$ cat src/rtl/uart_hex_tx.sv
`default_nettype none
// +--------------------------------------------------------------------------+
// | Module   : uart_hex_tx                                                   |
// | Purpose  : UART 8N1 transmitter. Converts a 4-bit value into one ASCII   |
// |            hex character ('0'..'9', 'A'..'F') and serialises it on the   |
// |            board TXD pin. One-byte capture register, no FIFO.            |
// | Ports    : FPGA_CLK  in  1  system clock, rising edge                     |
// |            RESET_BUT in  1  asynchronous active-low reset                 |
// |            data_in   in  4  value to send, sampled on request accept      |
// |            send      in  1  one-cycle request pulse                       |
// |            UART_TXD  out 1  serial line, idle high                        |
// |            busy      out 1  high while a frame sequence is in progress    |
// |            done      out 1  one-cycle pulse after the final stop bit      |
// | Config   : `define UART_HEX_TX_CRLF_EN to follow every hex character     |
// |            with CR (8'h0D) and LF (8'h0A) in one busy window.            |
// | Revision : 1.0  initial release                                          |
// +--------------------------------------------------------------------------+
module uart_hex_tx #(
  parameter int CLK_HZ       = 50_000_000,
  parameter int BAUD         = 115200,
  parameter int CLKS_PER_BIT = CLK_HZ / BAUD
) (
  input  logic       FPGA_CLK,
  input  logic       RESET_BUT,
  input  logic [3:0] data_in,
  input  logic       send,
  output logic       UART_TXD,
  output logic       busy,
  output logic       done
);

  // --------------------------------------------------------------------------
  // Constants
  // --------------------------------------------------------------------------
  localparam int                  c_BAUD_W    = (CLKS_PER_BIT > 1) ? $clog2(CLKS_PER_BIT) : 1;
  localparam logic [c_BAUD_W-1:0] c_BAUD_LAST = c_BAUD_W'(CLKS_PER_BIT - 1);
  localparam logic [c_BAUD_W-1:0] c_BAUD_ONE  = c_BAUD_W'(1);

  localparam logic [1:0] c_S_IDLE  = 2'd0;
  localparam logic [1:0] c_S_START = 2'd1;
  localparam logic [1:0] c_S_DATA  = 2'd2;
  localparam logic [1:0] c_S_STOP  = 2'd3;

`ifdef UART_HEX_TX_CRLF_EN
  localparam logic [7:0] c_ASCII_CR   = 8'h0D;
  localparam logic [7:0] c_ASCII_LF   = 8'h0A;
  localparam logic [1:0] c_FRAME_LAST = 2'd2;
`endif

  // --------------------------------------------------------------------------
  // Registers and next-state wires
  // --------------------------------------------------------------------------
  logic [1:0]          r_state;
  logic [1:0]          w_state_nxt;
  logic [c_BAUD_W-1:0] r_baud_cnt;
  logic [c_BAUD_W-1:0] w_baud_nxt;
  logic [2:0]          r_bit_idx;
  logic [2:0]          w_bit_idx_nxt;
  logic [7:0]          r_shift;
  logic [7:0]          w_shift_nxt;
  logic                r_txd;
  logic                w_txd_nxt;
  logic                r_busy;
  logic                w_busy_nxt;
  logic                r_done;
  logic                w_done_nxt;
`ifdef UART_HEX_TX_CRLF_EN
  logic [1:0]          r_frame_idx;
  logic [1:0]          w_frame_nxt;
`endif

  logic                w_bit_end;
  logic                w_last_frame;
  logic [7:0]          w_hex;

  // --------------------------------------------------------------------------
  // Helpers
  // --------------------------------------------------------------------------
  // Final cycle of the current bit period.
  assign w_bit_end = (r_baud_cnt == c_BAUD_LAST);

  // 0..9 map onto '0'..'9'; 10..15 map onto 'A'..'F' (8'h37 + 10 = 8'h41).
  assign w_hex = (data_in < 4'd10) ? (8'h30 + {4'h0, data_in})
                                   : (8'h37 + {4'h0, data_in});

`ifdef UART_HEX_TX_CRLF_EN
  assign w_last_frame = (r_frame_idx == c_FRAME_LAST);
`else
  assign w_last_frame = 1'b1;
`endif

  // --------------------------------------------------------------------------
  // FSM: state register
  // --------------------------------------------------------------------------
  always_ff @(posedge FPGA_CLK or negedge RESET_BUT) begin
    if (!RESET_BUT) begin
      r_state <= c_S_IDLE;
    end else begin
      r_state <= w_state_nxt;
    end
  end

  // --------------------------------------------------------------------------
  // FSM: next-state logic
  // --------------------------------------------------------------------------
  // In IDLE busy is always low, so send alone is an accepted request.
  always_comb begin
    w_state_nxt = r_state;
    case (r_state)
      c_S_IDLE: begin
        if (send) w_state_nxt = c_S_START;
      end
      c_S_START: begin
        if (w_bit_end) w_state_nxt = c_S_DATA;
      end
      c_S_DATA: begin
        if (w_bit_end && (r_bit_idx == 3'd7)) w_state_nxt = c_S_STOP;
      end
      c_S_STOP: begin
        if (w_bit_end) w_state_nxt = w_last_frame ? c_S_IDLE : c_S_START;
      end
      default: w_state_nxt = c_S_IDLE;
    endcase
  end

  // --------------------------------------------------------------------------
  // FSM: output / datapath logic
  // --------------------------------------------------------------------------
  // All outputs are computed one edge ahead and registered, so the line
  // value for a bit is set on the same edge that enters that bit.
  always_comb begin
    w_baud_nxt    = w_bit_end ? '0 : (r_baud_cnt + c_BAUD_ONE);
    w_bit_idx_nxt = r_bit_idx;
    w_shift_nxt   = r_shift;
    w_txd_nxt     = r_txd;
    w_busy_nxt    = r_busy;
    w_done_nxt    = 1'b0;
`ifdef UART_HEX_TX_CRLF_EN
    w_frame_nxt   = r_frame_idx;
`endif
    case (r_state)
      c_S_IDLE: begin
        w_baud_nxt = '0;
        w_txd_nxt  = 1'b1;
        w_busy_nxt = 1'b0;
        if (send) begin
          w_shift_nxt   = w_hex;
          w_bit_idx_nxt = 3'd0;
          w_txd_nxt     = 1'b0;
          w_busy_nxt    = 1'b1;
`ifdef UART_HEX_TX_CRLF_EN
          w_frame_nxt   = 2'd0;
`endif
        end
      end
      c_S_START: begin
        if (w_bit_end) begin
          w_bit_idx_nxt = 3'd0;
          w_txd_nxt     = r_shift[0];
        end
      end
      c_S_DATA: begin
        if (w_bit_end) begin
          if (r_bit_idx == 3'd7) begin
            w_txd_nxt = 1'b1;
          end else begin
            // LSB first: the next bit to drive sits at position 1 before the shift.
            w_shift_nxt   = {1'b0, r_shift[7:1]};
            w_txd_nxt     = r_shift[1];
            w_bit_idx_nxt = r_bit_idx + 3'd1;
          end
        end
      end
      c_S_STOP: begin
        if (w_bit_end) begin
          if (w_last_frame) begin
            w_txd_nxt  = 1'b1;
            w_busy_nxt = 1'b0;
            w_done_nxt = 1'b1;
          end else begin
`ifdef UART_HEX_TX_CRLF_EN
            // Chain straight into the next start bit with no idle cycle.
            w_shift_nxt   = (r_frame_idx == 2'd0) ? c_ASCII_CR : c_ASCII_LF;
            w_frame_nxt   = r_frame_idx + 2'd1;
`endif
            w_bit_idx_nxt = 3'd0;
            w_txd_nxt     = 1'b0;
          end
        end
      end
      default: begin
        w_baud_nxt = '0;
        w_txd_nxt  = 1'b1;
        w_busy_nxt = 1'b0;
      end
    endcase
  end

  // --------------------------------------------------------------------------
  // Datapath and output registers
  // --------------------------------------------------------------------------
  always_ff @(posedge FPGA_CLK or negedge RESET_BUT) begin
    if (!RESET_BUT) begin
      r_baud_cnt  <= '0;
      r_bit_idx   <= 3'd0;
      r_shift     <= 8'h00;
      r_txd       <= 1'b1;
      r_busy      <= 1'b0;
      r_done      <= 1'b0;
`ifdef UART_HEX_TX_CRLF_EN
      r_frame_idx <= 2'd0;
`endif
    end else begin
      r_baud_cnt  <= w_baud_nxt;
      r_bit_idx   <= w_bit_idx_nxt;
      r_shift     <= w_shift_nxt;
      r_txd       <= w_txd_nxt;
      r_busy      <= w_busy_nxt;
      r_done      <= w_done_nxt;
`ifdef UART_HEX_TX_CRLF_EN
      r_frame_idx <= w_frame_nxt;
`endif
    end
  end

  assign UART_TXD = r_txd;
  assign busy     = r_busy;
  assign done     = r_done;

endmodule
`default_nettype wire

$ cat config.mk
export PLATFORM = sky130hd
export DESIGN_NAME = uart_hex_tx
export DESIGN_NICKNAME = d
export VERILOG_FILES = /design/src/rtl/uart_hex_tx.sv
export SDC_FILE = /design/constraint.sdc
export NUM_CORES = 1
export LEC_CHECK = 0
export BUFFER_PORTS_ARGS = -buffer_cell sky130_fd_sc_hd__clkbuf_2
export CAP_MARGIN = 20
export CELL_PAD_IN_SITES_DETAIL_PLACEMENT = 0
export CELL_PAD_IN_SITES_GLOBAL_PLACEMENT = 2
export CORE_MARGIN = 2
export CORE_UTILIZATION = 26
export CTS_CLUSTER_SIZE = 10
export DETAILED_ROUTE_END_ITERATION = 12
export GPL_ROUTABILITY_DRIVEN = 0
export PLACE_DENSITY = 0.61
export SLEW_MARGIN = 20
export SYNTH_ARGS = -nofsm -noshare
export SYNTH_HDL_FRONTEND = slang
export SYNTH_SLANG_ARGS = --single-unit
$ cat constraint.sdc
create_clock -name FPGA_CLK -period 2 [get_ports FPGA_CLK]
set_input_delay 0.2 -clock FPGA_CLK [delete_from_list [all_inputs] [get_ports FPGA_CLK]]
set_output_delay 0.2 -clock FPGA_CLK [all_outputs]
set_load 0.01 [all_outputs]
==> impl_metrics.env <==
export IMPL_run_status="finished, final reports clean"
export IMPL_viasPerCell=4.404
export IMPL_setup_ws_ps=19.91
export IMPL_netlist_cell_type_count=41
export IMPL_worst_hold_slack_ps=248.4
export IMPL_remaining_drc_errors=0
export IMPL_crit_required_ps=2160
export IMPL_finish_net_count=178
export IMPL_chipHeight_um=76.86
export IMPL_globalRouteTotalUtil_pct=9.652
export IMPL_max_slew_headroom_pct=59.61
export IMPL_internal_power_w=0.0006420
export IMPL_h_tree_depth=1
export IMPL_synth_avg_cell_area_um2=10.30
export IMPL_switching_power_w=0.0001816
export IMPL_asyncSetResetFlopFracSynth_pct=100.0
export IMPL_minimum_setup_slack_after_placement_ps=15.63
export IMPL_clock_tree_buffer_depth=2
export IMPL_grt_pass1_vias=1009
export IMPL_synth_seq_cells=24
export IMPL_leakage_nw=0.7674
export IMPL_critPathCaptureType="register"
export IMPL_insertedDiodeCount=0
export IMPL_worst_path_largest_cell_delay_ps=560
export IMPL_netlist_area_um2=1380
export IMPL_cells_along_the_critical_path="or2_4, or4_4, a221oi_4, mux2_4"
export IMPL_reg2regPathDepth=4
export IMPL_setup_viol=0
export IMPL_crit_type="reg -> reg"
export IMPL_tritoncts_num_buffers=3
export IMPL_grt_max_degree=25
export IMPL_pwr_share_comb_pct=4.8
export IMPL_clkTransAtPathRegs_ps=90
export IMPL_cp_data_arrival_time_ps=2140
export IMPL_avgRoutedWirePerCell_um=11.77
export IMPL_post_route_cells_drive_above_1_share_pct=26.25
export IMPL_min_period_over_period_pct=99.00
export IMPL_floorplan_die_width_um=76.86
export IMPL_hpwl_mm=2.034
export IMPL_synth_xor_area_share_pct=5.077
export IMPL_tritoncts="done"
export IMPL_postSynthCellCount=134
export IMPL_grt_pass1_wl_mm=4.602
export IMPL_main_combinational_cell_family_by_area_after_synthesis="simple AND/OR/NAND/NOR gates"
export IMPL_timing_critical_path_fanout_max=3
export IMPL_worst_hold_path_num_cells=3
export IMPL_crit_path_top_delay_cell="sky130_fd_sc_hd__or4_4"
export IMPL_final_number_of_hold_violating_endpoints=0
export IMPL_antenna_violating_nets_post_route=0
export IMPL_dr_pass1_iters=4
export IMPL_tightest_slew_ps=605.9
export IMPL_maxCapViolCount=0
export IMPL_compound_gate_fraction_of_synth_area_pct=11.06
export IMPL_synth_fa_ha_area_share_pct=9.066
export IMPL_starting_density_of_the_core_pct=27.02
export IMPL_globalRouteOverflowTotal=0
export IMPL_max_clock_freq_mhz=505.0
export IMPL_switching_share_pct=22.05
export IMPL_io_buffers=9
export IMPL_fp_row_count=26
export IMPL_synth_sequential_area_ratio_pct=43.61
export IMPL_tns_ps=0
export IMPL_power_sequential_fraction_pct=58.9
export IMPL_drt_iter0_drc=50
export IMPL_io_pins=10
export IMPL_clk_latency_ps=270
export IMPL_power_w=0.0008236
export IMPL_routed_wl_mm=2.706
export IMPL_vdd_drop_max_mv=0.2284
export IMPL_synth_fp_nets=151
export IMPL_clockPowerShare_pct=36.4
export IMPL_clock_sinks=24
export IMPL_synth_enable_flop_cells=0
export IMPL_coreArea_um2=5107
export IMPL_timing_final_crit_period_ps=1980
export IMPL_antenna_found_initial=0
export IMPL_design_die_area_um2=5907
export IMPL_synth_simple_area_share_pct=16.41
export IMPL_final_max_slew_violation_count=0
export IMPL_final_core_util_pct=33.12
export IMPL_critPathLaunchType="register"
export IMPL_synth_area_mux_share_pct=10.15
export IMPL_yosys_warnings=0
export IMPL_grt_setup_unrepaired="true"
export IMPL_ys_dominant_reg_cell="sky130_fd_sc_hd__dfrtp_1"
export IMPL_hold_path_class="in -> reg"
export IMPL_clock_tree_root_cell="sky130_fd_sc_hd__clkbuf_8"
export IMPL_worst_clock_skew_ps=3.948
export IMPL_power_density_cell_area_nw_per_um2=486.9
export IMPL_area_delta_synth_final_pct=22.57
export IMPL_dr_total_vias=1013
synthesized netlist by cell type (all sizes together), types with 2 or more instances:
cell type,count,area (µm²)
a21oi,5,28.78
a221oi,2,35.04
buf,2,15.01
clkbuf,2,7.510
dfrtp,23,575.6
ha,10,125.1
inv,11,41.29
mux2,8,90.08
mux2i,5,50.05
nand2,11,41.29
nand3,4,20.02
nor2,13,48.80
nor2b,3,18.77
o21ai,6,30.03
or2,2,12.52
xnor2,5,43.79
xor2,3,26.28
final cells by class:
class | count | area (µm²)
fillers | 541 | 3416
multi-input cells | 95 | 737.0
flip-flops and latches | 24 | 601.8
repair buffers | 26 | 178.9
well taps | 70 | 87.58
clock buffers | 4 | 45.04
inverters | 11 | 41.29
power by group through the flow:
| stage | combinational, W | clock (W) | sequential (W) |
|---|---|---|---|
| 6_report | 0.0000393 | 0.000299 | 0.000485 |
| 5_1_grt | 0.0000456 | 0.000338 | 0.000485 |
| 4_1_cts | 0.0000410 | 0.000306 | 0.000485 |
| 3_5_place_dp | 0.0000394 | 0 | 0.000494 |
| 3_3_place_gp | 0.0000389 | 0 | 0.000494 |
| 2_1_floorplan | 0.0000161 | 0 | 0.000495 |
repair_timing:
| item | 4_1_cts | 5_1_grt |
|---|---|---|
| hold endpoints to repair | 23 | 0 |
| endpoints found under the setup margin | 2 | 7 |
| buffers inserted | 0 | 4 |
| pin swaps | 0 | 3 |
| gates resized for setup | 1 | 4 |
| hold buffers | 1 | 0 |
metrics by stage:
step           cell area, µm²  instances
5_1_grt                  1692        230
3_3_place_gp             1587        221
6_report                 1692        230
3_5_place_dp             1587        221
4_1_cts                  1649        226
2_1_floorplan            1386        134
kinds of logic after synthesis:
| logic type | Yosys count |
|---|---|
| and+or+nand+nor | 44 |
| DFF | 24 |
| AOI/OAI and AO/OA | 20 |
| buffers and inverters | 15 |
| muxes | 13 |
| adders and majority gates | 10 |
| xor gates and xnor gates | 8 |
registers in the layout (all words and copies together) (netlist names):
signal / flops
UART_TXD: 1
busy: 1
done: 1
r_baud_cnt: 9
r_bit_idx: 3
r_shift: 7
r_state: 2
worst max-delay path, delay by kind of cell (launching register included):
| kind | cells | cell delay (ps) |
|---|---|---|
| AND/OR/NAND/NOR | 2 | 830 |
| flip-flops | 1 | 390 |
| AO/OA/AOI/OAI | 1 | 330 |
| multiplexers | 1 | 330 |
layer usage:
metal	vias to the layer above	share of wire [%]	track usage, %
met3	2	2.9	2.941
met4	0	0.85	2.182
met1	488	49	12.04
met2	8	47	16.32
li1	515	-	-
met5	-	0	0
final timing paths:
kind | startpoint | endpoint | slack, ps
max reg2reg | r_baud_cnt[2]$_DFF_PN0_ | r_state[1]$_DFFE_PN0P_ | 20
min reg2reg | r_baud_cnt[0]$_DFF_PN0_ | r_baud_cnt[0]$_DFF_PN0_ | 500
max in group asynchronous | RESET_BUT | r_shift[3]$_DFFE_PN0P_ | 1140
min in group asynchronous | RESET_BUT | r_baud_cnt[1]$_DFF_PN0_ | 470
min | send | r_shift[6]$_DFFE_PN0P_ | 250
max | r_baud_cnt[2]$_DFF_PN0_ | r_state[1]$_DFFE_PN0P_ | 20
cells in the final DEF, fill, tap and decap left out, types with 4 or more instances in the layout:
cell / Yosys / routed
sky130_fd_sc_hd__a21oi_1: 4 / 4
sky130_fd_sc_hd__mux2i_1: 5 / 5
sky130_fd_sc_hd__nand3_1: 4 / 4
sky130_fd_sc_hd__inv_1: 11 / 11
sky130_fd_sc_hd__buf_4: 0 / 15
sky130_fd_sc_hd__o21ai_0: 6 / 6
sky130_fd_sc_hd__nor2_1: 13 / 13
sky130_fd_sc_hd__nand2_1: 11 / 11
sky130_fd_sc_hd__clkbuf_2: 0 / 9
sky130_fd_sc_hd__dfrtp_1: 23 / 23
sky130_fd_sc_hd__xnor2_1: 5 / 5
sky130_fd_sc_hd__mux2_1: 5 / 4
sky130_fd_sc_hd__ha_1: 10 / 9
No activity file was read; power rests on OpenSTA's default activity.
